--- src/rtl/booth_iterative_multiplier.sv ---
// booth_iterative_multiplier: sequential radix-4 Booth multiplier for MULT/MULTU with start/busy/done handshake
// Ports:
//   Clk, Reset_n (async active-low)
//   Start, Sign, Flush, A, B                -> request, signedness, abort, operands
//   Busy, Done, Product                     -> in progress, one-cycle completion pulse, held 2*WIDTH result
// Optional: define MULT_ACCUM_EN to add the Accumulate input (Product <= Product + A*B, MADD/MADDU)
module booth_iterative_multiplier #(
    parameter int WIDTH = 32
) (
    input  logic               Clk,
    input  logic               Reset_n,
    input  logic               Start,
    input  logic               Sign,
    input  logic               Flush,
    input  logic [WIDTH-1:0]   A,
    input  logic [WIDTH-1:0]   B,
`ifdef MULT_ACCUM_EN
    input  logic               Accumulate,
`endif
    output logic               Busy,
    output logic               Done,
    output logic [2*WIDTH-1:0] Product
);
    localparam int N_ITER = (WIDTH + 2) / 2;
    localparam int CW     = $clog2(N_ITER + 1);
    localparam int MW     = WIDTH + 2;
    localparam int PW     = WIDTH + 4;

    typedef enum logic [1:0] {S_IDLE = 2'd0, S_RUN, S_DONE} state_t;

    state_t             r_state, w_next;
    logic [MW-1:0]      r_m, r_q;
    logic [PW-1:0]      r_p;
    logic               r_guard;
    logic [CW-1:0]      r_count;
    logic [2*WIDTH-1:0] r_product;
`ifdef MULT_ACCUM_EN
    logic               r_acc;
`endif

    logic               w_accept, w_finish, w_step;
    logic [MW-1:0]      w_a_ext, w_b_ext;
    logic [PW-1:0]      w_m_ext, w_mag, w_sum;
    logic [2:0]         w_sel;
    logic               w_zero, w_two, w_neg;
    logic [PW+MW:0]     w_shift;
    logic [2*WIDTH-1:0] w_prod;

    assign w_accept = (r_state == S_IDLE) && Start && !Flush;
    assign w_finish = (r_state == S_RUN) && (r_count == '0) && !Flush;
    assign w_step   = (r_state == S_RUN) && (r_count != '0);

    // The two extra operand bits make an unsigned WIDTH-bit value a positive signed one
    assign w_a_ext = {{2{Sign & A[WIDTH-1]}}, A};
    assign w_b_ext = {{2{Sign & B[WIDTH-1]}}, B};

    assign w_m_ext = {{2{r_m[MW-1]}}, r_m};
    assign w_sel   = {r_q[1:0], r_guard};
    assign w_zero  = (w_sel == 3'b000) || (w_sel == 3'b111);
    assign w_two   = (w_sel == 3'b011) || (w_sel == 3'b100);
    assign w_neg   = w_sel[2] && !w_zero;
    assign w_mag   = w_zero ? '0 : w_two ? {w_m_ext[PW-2:0], 1'b0} : w_m_ext;
    assign w_sum   = r_p + (w_neg ? ~w_mag : w_mag) + PW'(w_neg);

    // {P,Q,guard} arithmetic right shift by two; the dropped bits are Q[0] and the old guard
    assign w_shift = {{2{w_sum[PW-1]}}, w_sum, r_q[MW-1:1]};

    // After N_ITER shifts Q holds the low WIDTH+2 product bits, P the rest
    assign w_prod  = {r_p[WIDTH-3:0], r_q};

    always_ff @(posedge Clk or negedge Reset_n) begin
        if (!Reset_n) r_state <= S_IDLE;
        else          r_state <= w_next;
    end

    always_comb begin
        w_next = r_state;
        w_next = Flush                ? S_IDLE :
                 (r_state == S_IDLE)  ? (Start ? S_RUN : S_IDLE) :
                 (r_state == S_RUN)   ? ((r_count == '0) ? S_DONE : S_RUN) :
                                        S_IDLE;
    end

    always_ff @(posedge Clk or negedge Reset_n) begin
        if (!Reset_n) begin
            r_m     <= '0;
            r_q     <= '0;
            r_p     <= '0;
            r_guard <= 1'b0;
            r_count <= '0;
`ifdef MULT_ACCUM_EN
            r_acc   <= 1'b0;
`endif
        end else if (w_accept) begin
            r_m     <= w_a_ext;
            r_q     <= w_b_ext;
            r_p     <= '0;
            r_guard <= 1'b0;
            r_count <= CW'(N_ITER);
`ifdef MULT_ACCUM_EN
            r_acc   <= Accumulate;
`endif
        end else if (w_step) begin
            r_p     <= w_shift[PW+MW:MW+1];
            r_q     <= w_shift[MW:1];
            r_guard <= w_shift[0];
            r_count <= r_count - CW'(1);
        end
    end

    always_ff @(posedge Clk or negedge Reset_n) begin
        if (!Reset_n)
            r_product <= '0;
        else if (w_finish)
`ifdef MULT_ACCUM_EN
            r_product <= r_acc ? r_product + w_prod : w_prod;
`else
            r_product <= w_prod;
`endif
    end

    assign Busy    = (r_state != S_IDLE);
    assign Done    = (r_state == S_DONE);
    assign Product = r_product;
endmodule
--- config.mk ---
export PLATFORM = sky130hd
export DESIGN_NAME = booth_iterative_multiplier
export DESIGN_NICKNAME = d
export VERILOG_FILES = /design/src/rtl/booth_iterative_multiplier.sv
export SDC_FILE = /design/constraint.sdc
export NUM_CORES = 1
export LEC_CHECK = 0
export BUFFER_PORTS_ARGS = -buffer_cell sky130_fd_sc_hd__buf_2
export CAP_MARGIN = 20
export CORE_MARGIN = 1.5
export CORE_UTILIZATION = 43
export DETAILED_ROUTE_END_ITERATION = 12
export PLACE_DENSITY = 0.68
export SETUP_SLACK_MARGIN = 0.3
export SLEW_MARGIN = 0
export SYNTH_ARGS = -nofsm -noshare
export SYNTH_HDL_FRONTEND = slang
export SYNTH_SLANG_ARGS = --single-unit
--- constraint.sdc ---
create_clock -name Clk -period 9.5 [get_ports Clk]
set_clock_uncertainty 0.2 [all_clocks]
set_input_delay 0.475 -clock Clk [delete_from_list [all_inputs] [get_ports Clk]]
set_output_delay 0.475 -clock Clk [all_outputs]
set_load 0.02 [all_outputs]
==> metrics, run 1 <==
status=complete, but fails checks; failing checks=hold timing; largest net degree at the start of global routing=just over 100; global-route wire length before repair=around 40,000 um; CTS resizes=0; worst hold path class=in2async; drt drc=0; initial drt markers=around 520; Final Setup Violations=0; RePlAce Congestion=roughly 0.95; Power per Cell Area=about 300 nW/um^2; power consumption=0.00331 W; final slew viol count=0; post-synthesis cell type count=58; drt total wl=around 25,000 um; via/cell ratio=5.39; hold-fix buffers at CTS=0; PortBufs=134; CP Launch Type=flop; Core Rows=54; Yosys warning count=0; Leak=5.70 nW; ys flop type=dfrtp_1; final hold violations=34; Mean Syn Cell Area=8.28 sq um; CP Capture Type=flop; Die ar.=~23,000 sq um; post-DR wirelength/cell=between 15 and 20 um; FFs w/ async S/R, synth=100%; VDD IR max=roughly 140 uV; Placement Cell Area=between 10,000 and 15,000 sq um; Die X=around 150 um; Core Area=21,700 sq um; Fin Setup TNS=0 ns; syn_nets=between 1,000 and 1,500; DRT Pass-1 Iters=5; Slew headroom=31.8%; clk root buf=clkbuf_16; actual slew at the worst max-slew pin=~1.0 ns; Fin Hold WS=-0.0942 ns; total track usage=between 20 and 25%; Data arrival, critical path=~4.4 ns; Post-DP HPWL=16,200 um; post-CTS setup buffers=0; clock transition at the registers of the reported paths=approximately 0.07 ns; Place WS=between 5 and 6 ns; CTS tree=built; Max Clock Freq=0.234 GHz; critical path class=reg2reg; FILL cells=about 2,100; fraction of layout cells with a size suffix above 1=15.7%; die height=151 um; # H-tree levels=4; Syn-to-layout area delta=16.2%; clock tree buffer depth=2; DR vias=8,255; Ports=around 140; Data required, critical path=just under 10 ns; cells after synthesis=~1,100; design area=between 10,000 and 15,000 sq um; register area share after synthesis=between 40% and 50%; CP Max Fanout=40; CTS Buf Count=17; EDFF count, synth=0; Worst-Skew Late Latency=about 0.44 ns; vias in the first global route=roughly 8,000; nets@finish=approximately 1,300; Starting Density=between 40 and 50%; unrepaired setup endpoints after global routing=false; Cell Area, Synth=roughly 9500 sq um; initial antenna violation count=0; #FFs+latches synth=about 170; GRT overflow=0; period utilization=approximately 45%; clk sink count=173; Max Cap Viol=0; setup ws final=approximately 5.2 ns; post-route minimum period=between 4 and 5 ns; antenna fix cells=0; Routed Antenna Nets=0
[flip-flops by register name, indices dropped and copies added (netlist names)]
name     flops
r_q         34
r_count      5
r_m         33
r_p         34
r_guard      1
r_state      2
Product     64
[worst max-delay path, cell delays in order (launching register included)]
cell       delay [ns]
dfrtp_2          0.34
buf_4            0.52
nand2_1          0.59
o21ai_0          0.44
ha_1             0.34
a21oi_1          0.11
o21bai_1         0.22
a21oi_1          0.12
o221a_2          0.27
a2111oi_0        0.42
o31a_1           0.23
a31oi_1          0.10
a211o_1          0.24
[path summary, 6_finish.rpt]
check | slack [ns] | to | startpoint | depth (start not counted)
worst max-delay path | 5.22 | r_p[34] | r_q[1] | 12
max in group asynchronous | 7.68 | r_p[15] | Reset_n | 2
worst max register to register | 5.22 | r_p[34] | r_q[1] | 12
min in group Clk | 0.02 | r_m[17] | A[17] | 3
worst min register to register | 0.27 | Product[15] | Product[15] | 2
worst min-delay path | -0.09 | Product[27] | Reset_n | 1
[area by class of cell]
| class | instances | area (sq um) | share of cell area, % |
|---|---|---|---|
| Timing Repair Buffer | 146 | 792 | 7.20 |
| Clock inverter | 14 | 179 | 1.63 |
| Clock buffer | 18 | 439 | 3.99 |
| Inverter | 11 | 41.3 | 0.375 |
| Multi-Input combinational cell | 889 | 4870 | 44.3 |
| Sequential cell | 173 | 4330 | 39.4 |
| Tap cell | 280 | 350 | 3.18 |
[per-stage QoR]
step	hold slack [ns]	utilization, %	instances
2_1_floorplan	-0.0206	-	1143
3_3_place_gp	0.252	47.7	1497
3_5_place_dp	0.257	47.8	1498
4_1_cts	0.00109	50.6	1530
5_1_grt	0.0208	50.7	1531
6_report	-0.0942	50.7	1531
[power breakdown]
part           switching [W]  leakage [nW]  internal [W]  total [W]
Combinational       0.000904          3.16      0.000582    0.00149
Clock               0.000324         0.300      0.000427   0.000751
Sequential          0.000163          2.24      0.000908    0.00107
Total                0.00139          5.70       0.00192    0.00331
[layout by cell type (no fill, tap or decap), types with 4 or more instances in the layout]
master     netlist  routed
o21ai_0         66      66
ha_1            37      37
nand3_1         34      33
inv_1           11      10
a211o_1          4       4
o21ai_1         10      10
and3_1           7       7
buf_2            3     133
nand3b_1         7       7
nor3_1           8       8
nand4_1          7       7
clkbuf_16        0      17
buf_4            0      10
o211ai_1         5       5
a22oi_1         31      31
xor2_1          49      48
a31oi_1         40      40
dfrtp_1        173     172
a21o_1          14      14
nor2_1          65      64
a21oi_1         44      44
nand2_1        389     389
inv_6            0       5
xnor2_1         17      17
[layer usage]
layer,vias to the layer above,track usage (%),share of wire [%]
li1,4086,-,-
met1,3947,30.8,47
met2,198,35.9,47
met3,24,3.55,4.7
met4,0,6.12,1.2
met5,-,0,0
[synthesized netlist by cell type (2+ instances only)]
| master | count | share of area, % |
|---|---|---|
| o21a_1 | 2 | 0.16 |
| dfrtp_1 | 173 | 46 |
| a21oi_1 | 44 | 2.3 |
| nand2b_1 | 3 | 0.20 |
| xor2_1 | 49 | 4.5 |
| nor3b_1 | 2 | 0.16 |
| nor2_1 | 65 | 2.6 |
| nor4_1 | 2 | 0.13 |
| nor4b_1 | 3 | 0.28 |
| buf_2 | 3 | 0.16 |
| a22oi_1 | 31 | 2.5 |
| o21bai_1 | 2 | 0.16 |
| o31ai_1 | 2 | 0.16 |
| or2_2 | 3 | 0.20 |
| clkbuf_1 | 58 | 2.3 |
| nand3b_1 | 7 | 0.55 |
| o211ai_1 | 5 | 0.40 |
| nor2b_1 | 3 | 0.20 |
| inv_1 | 11 | 0.44 |
| o2111ai_1 | 3 | 0.28 |
| buf_1 | 8 | 0.32 |
| xnor2_1 | 17 | 1.6 |
| o21ai_1 | 10 | 0.53 |
| a31oi_1 | 40 | 2.6 |
| o21ai_0 | 66 | 3.5 |
| a211o_1 | 4 | 0.37 |
| a21o_1 | 14 | 1.1 |
| nor3_1 | 8 | 0.42 |
| and2_1 | 2 | 0.13 |
| nand4_1 | 7 | 0.46 |
| and3_1 | 7 | 0.46 |
| or4_1 | 2 | 0.16 |
| ha_1 | 37 | 4.9 |
| a2111oi_0 | 3 | 0.28 |
| mux2i_1 | 2 | 0.21 |
| a211oi_1 | 2 | 0.16 |
| nand2_1 | 389 | 15 |
| nand3_1 | 34 | 1.8 |
[logic make-up after synthesis]
group / after synthesis / synth area share (%)
compound gates: 241 / 15.9
xor+xnor: 66 / 6.10
fa+ha+maj: 39 / 5.22
buf+inv: 81 / 3.26
flops: 173 / 45.7
mux: 2 / 0.211
simple gates: 541 / 23.5
No activity file was read; power rests on OpenSTA's default activity.
==> run 2: changes to the inputs <==
--- a/config.mk
+++ b/config.mk
@@ -10,7 +10,7 @@
 export CORE_MARGIN = 1.5
 export CORE_UTILIZATION = 43
 export DETAILED_ROUTE_END_ITERATION = 12
-export PLACE_DENSITY = 0.68
+export PLACE_DENSITY = 0.7
 export SETUP_SLACK_MARGIN = 0.3
 export SLEW_MARGIN = 0
 export SYNTH_ARGS = -nofsm -noshare
==> constraint.sdc (replaced) <==
create_clock -name Clk -period 3.69 [get_ports Clk]
set_clock_uncertainty 0.2 [all_clocks]
set_input_delay 0.1845 -clock Clk [delete_from_list [all_inputs] [get_ports Clk]]
set_output_delay 0.1845 -clock Clk [all_outputs]
set_load 0.02 [all_outputs]
==> metrics, run 2 (synthesis results as in run 1) <==
Fin Setup TNS=0 ns (unchanged); GRT overflow=0 (unchanged); FF-to-FF path depth=14 (was 12); Core Area=21,700 sq um (unchanged); post-route minimum period=3.42 ns (was 4.28 ns); power consumption=0.00946 W (was 0.00331 W); nets@finish=1,472 (was 1,345); CP cell instances=nand2_2, nor2_2, buf_12, a22oi_1, o21ai_0, ha_1, a21oi_1, nand3b_1, o211ai_2, o2111ai_2, a2111oi_4, o31a_1, xor2_1, a21o_1 (was buf_4, nand2_1, o21ai_0, ha_1, a21oi_1, o21bai_1, a21oi_1, o221a_2, a2111oi_0, o31a_1, a31oi_1, a211o_1); status=completed (was complete, but fails checks); Post-DP HPWL=17,400 um (was 16,200 um); PortBufs=134 (unchanged); CP Launch Type=flop (unchanged); Biggest register=Product (unchanged); sequential share of power=29.3% (was 32.4%); Logic pwr share=50.9% (was 44.9%); critical path class=reg2reg (unchanged); antenna fix cells=0 (unchanged); actual slew at the worst max-slew pin=1.00 ns (was 1.02 ns); Data arrival, critical path=3.54 ns (was 4.40 ns); Int Pwr=0.00544 W (was 0.00192 W); final hold violations=0 (was 34); CP Max Fanout=32 (was 40); CP peak stage delay=0.48 ns (was 0.59 ns); Power per Cell Area=764 nW/um^2 (was 301 nW/um^2); Placement Cell Area=10,600 sq um (was 10,400 sq um); VDD IR max=416 uV (was 143 uV); Data required, critical path=3.81 ns (was 9.62 ns); clk root buf=clkbuf_16 (unchanged); die height=151 um (unchanged); drt total wl=26,500 um (was 24,700 um); CTS tree=built (unchanged); Core Rows=54 (unchanged); DRT Pass-1 Iters=5 (unchanged); Ports=135 (unchanged); global-route wire length before repair=42,900 um (was 40,100 um); drt drc=0 (unchanged); design area=12,400 sq um (was 11,000 sq um); largest net degree at the start of global routing=86 (was 102); Clock Power Share=19.9% (was 22.7%); initial antenna violation count=0 (unchanged); WP buf/inv=1 (unchanged); vias in the first global route=8,682 (was 7,954); Routed Antenna Nets=0 (unchanged); Die X=151 um (unchanged); CP Capture Type=flop (unchanged); Fin Hold WS=0.170 ns (was -0.0942 ns); # H-tree levels=4 (unchanged); fraction of layout cells with a size suffix above 1=21.7% (was 15.7%); total track usage=23.6% (was 22.2%); period utilization=92.6% (was 45.0%); Largest regs=Product: 64 flops, r_p: 34 flops, r_q: 34 flops (unchanged); Max Clock Freq=0.293 GHz (was 0.234 GHz); Syn-to-layout area delta=30.8% (was 16.2%); worst hold path class=in2async (unchanged); Worst-Skew Late Latency=0.44 ns (about the same); Starting Density=43.7% (unchanged); final slew viol count=0 (unchanged); RePlAce Congestion=0.912 (was 0.953); Sw Pwr=0.00401 W (was 0.00139 W); via/cell ratio=5.41 (was 5.39); initial drt markers=524 (was 522); Slew headroom=33.0% (was 31.8%); most common cell after layout, fill and taps aside=nand2_1 (unchanged); DR vias=8,977 (was 8,255); most frequent cells in the layout=384 x nand2_1, 170 x dfrtp_1, 134 x buf_2 (was 389 x nand2_1, 172 x dfrtp_1, 133 x buf_2); Levels on crit path=14 (was 12); clock tree buffer depth=2 (unchanged); unrepaired setup endpoints after global routing=true (was false); slowest cell on the critical path=dfrtp_2 (was nand2_1); Leak=6.29 nW (was 5.70 nW); Final Setup Violations=0 (unchanged); switching portion of total power=42.4% (was 42.1%); CTS Buf Count=17 (unchanged); clock transition at the registers of the reported paths=0.08 ns (was 0.07 ns); post-DR wirelength/cell=16.0 um (was 16.1 um); Die ar.=22,900 sq um (unchanged); clk sink count=173 (unchanged); Max Cap Viol=0 (unchanged); max FFs per register=64 (unchanged); CP top delay family=compound AO/OA/AOI/OAI gates (unchanged)
-- run 2: cell types whose count changed in the layout (fill, tap and decap cells not counted), moves of 8 or more --
cell           before  now
o21ai_0            66   52
dlygate4sd3_1       0   67
a21oi_1            44   35
buf_4              10   62
a21oi_2             0    8
o21ai_1            10   18
-- run 2: power groups by stage --
| stage | Combinational [W] | Clock (W) | Sequential [W] |
|---|---|---|---|
| detailed placement | 0.00404 | 0 | 0.00279 |
| finish | 0.00481 | 0.00188 | 0.00277 |
| global route | 0.00529 | 0.00199 | 0.00283 |
| floorplan | 0.00281 | 0 | 0.00276 |
| CTS | 0.00436 | 0.00191 | 0.00276 |
| global placement | 0.00402 | 0 | 0.00277 |
-- run 2: what timing repair did --
item,CTS,global route
cloned,0,2
setup endpoints to repair,19,23
pin swaps,11,31
resized for setup,18,48
hold buffers,67,0
endpoints found under the hold margin,151,0
buffers inserted,14,14
-- run 2: final cells by class --
class / instances / area (sq um)
clock buffers: 17 / 425
clock inverters: 15 / 191
fillers: 1911 / 9300
inverters: 11 / 41.3
multi-input cells: 890 / 5090
flip-flops and latches: 173 / 4330
well taps: 280 / 350
repair buffers: 272 / 1950
-- run 2: stage by stage --
stage / utilization, % / worst slack, ns / std cells
2_1_floorplan: - / 0.312 / 1143
3_3_place_gp: 49.0 / 0.154 / 1529
3_5_place_dp: 49.0 / 0.0990 / 1529
4_1_cts: 55.8 / 0.265 / 1642
5_1_grt: 57.1 / 0.115 / 1658
6_report: 57.1 / 0.274 / 1658
-- run 2: path summary, 6_finish.rpt --
kind | slack (ns) | to | from
worst min register to register | 0.27 | Product[12] | Product[12]
max in group asynchronous | 2.17 | Product[59] | Reset_n
worst max-delay path | 0.27 | r_p[29] | r_q[0]
worst max register to register | 0.27 | r_p[29] | r_q[0]
worst min-delay path | 0.17 | Product[28] | Reset_n
min in group Clk | 0.27 | Product[12] | Product[12]
-- run 2: routing by layer --
| metal | global-route usage (%) | vias to the layer above | wire length, um |
|---|---|---|---|
| li1 | - | 4324 | - |
| met1 | 32.8 | 4323 | 12200 |
| met2 | 37.8 | 285 | 12400 |
| met3 | 4.28 | 45 | 1360 |
| met4 | 6.31 | 0 | 521 |
| met5 | 0 | - | 0 |
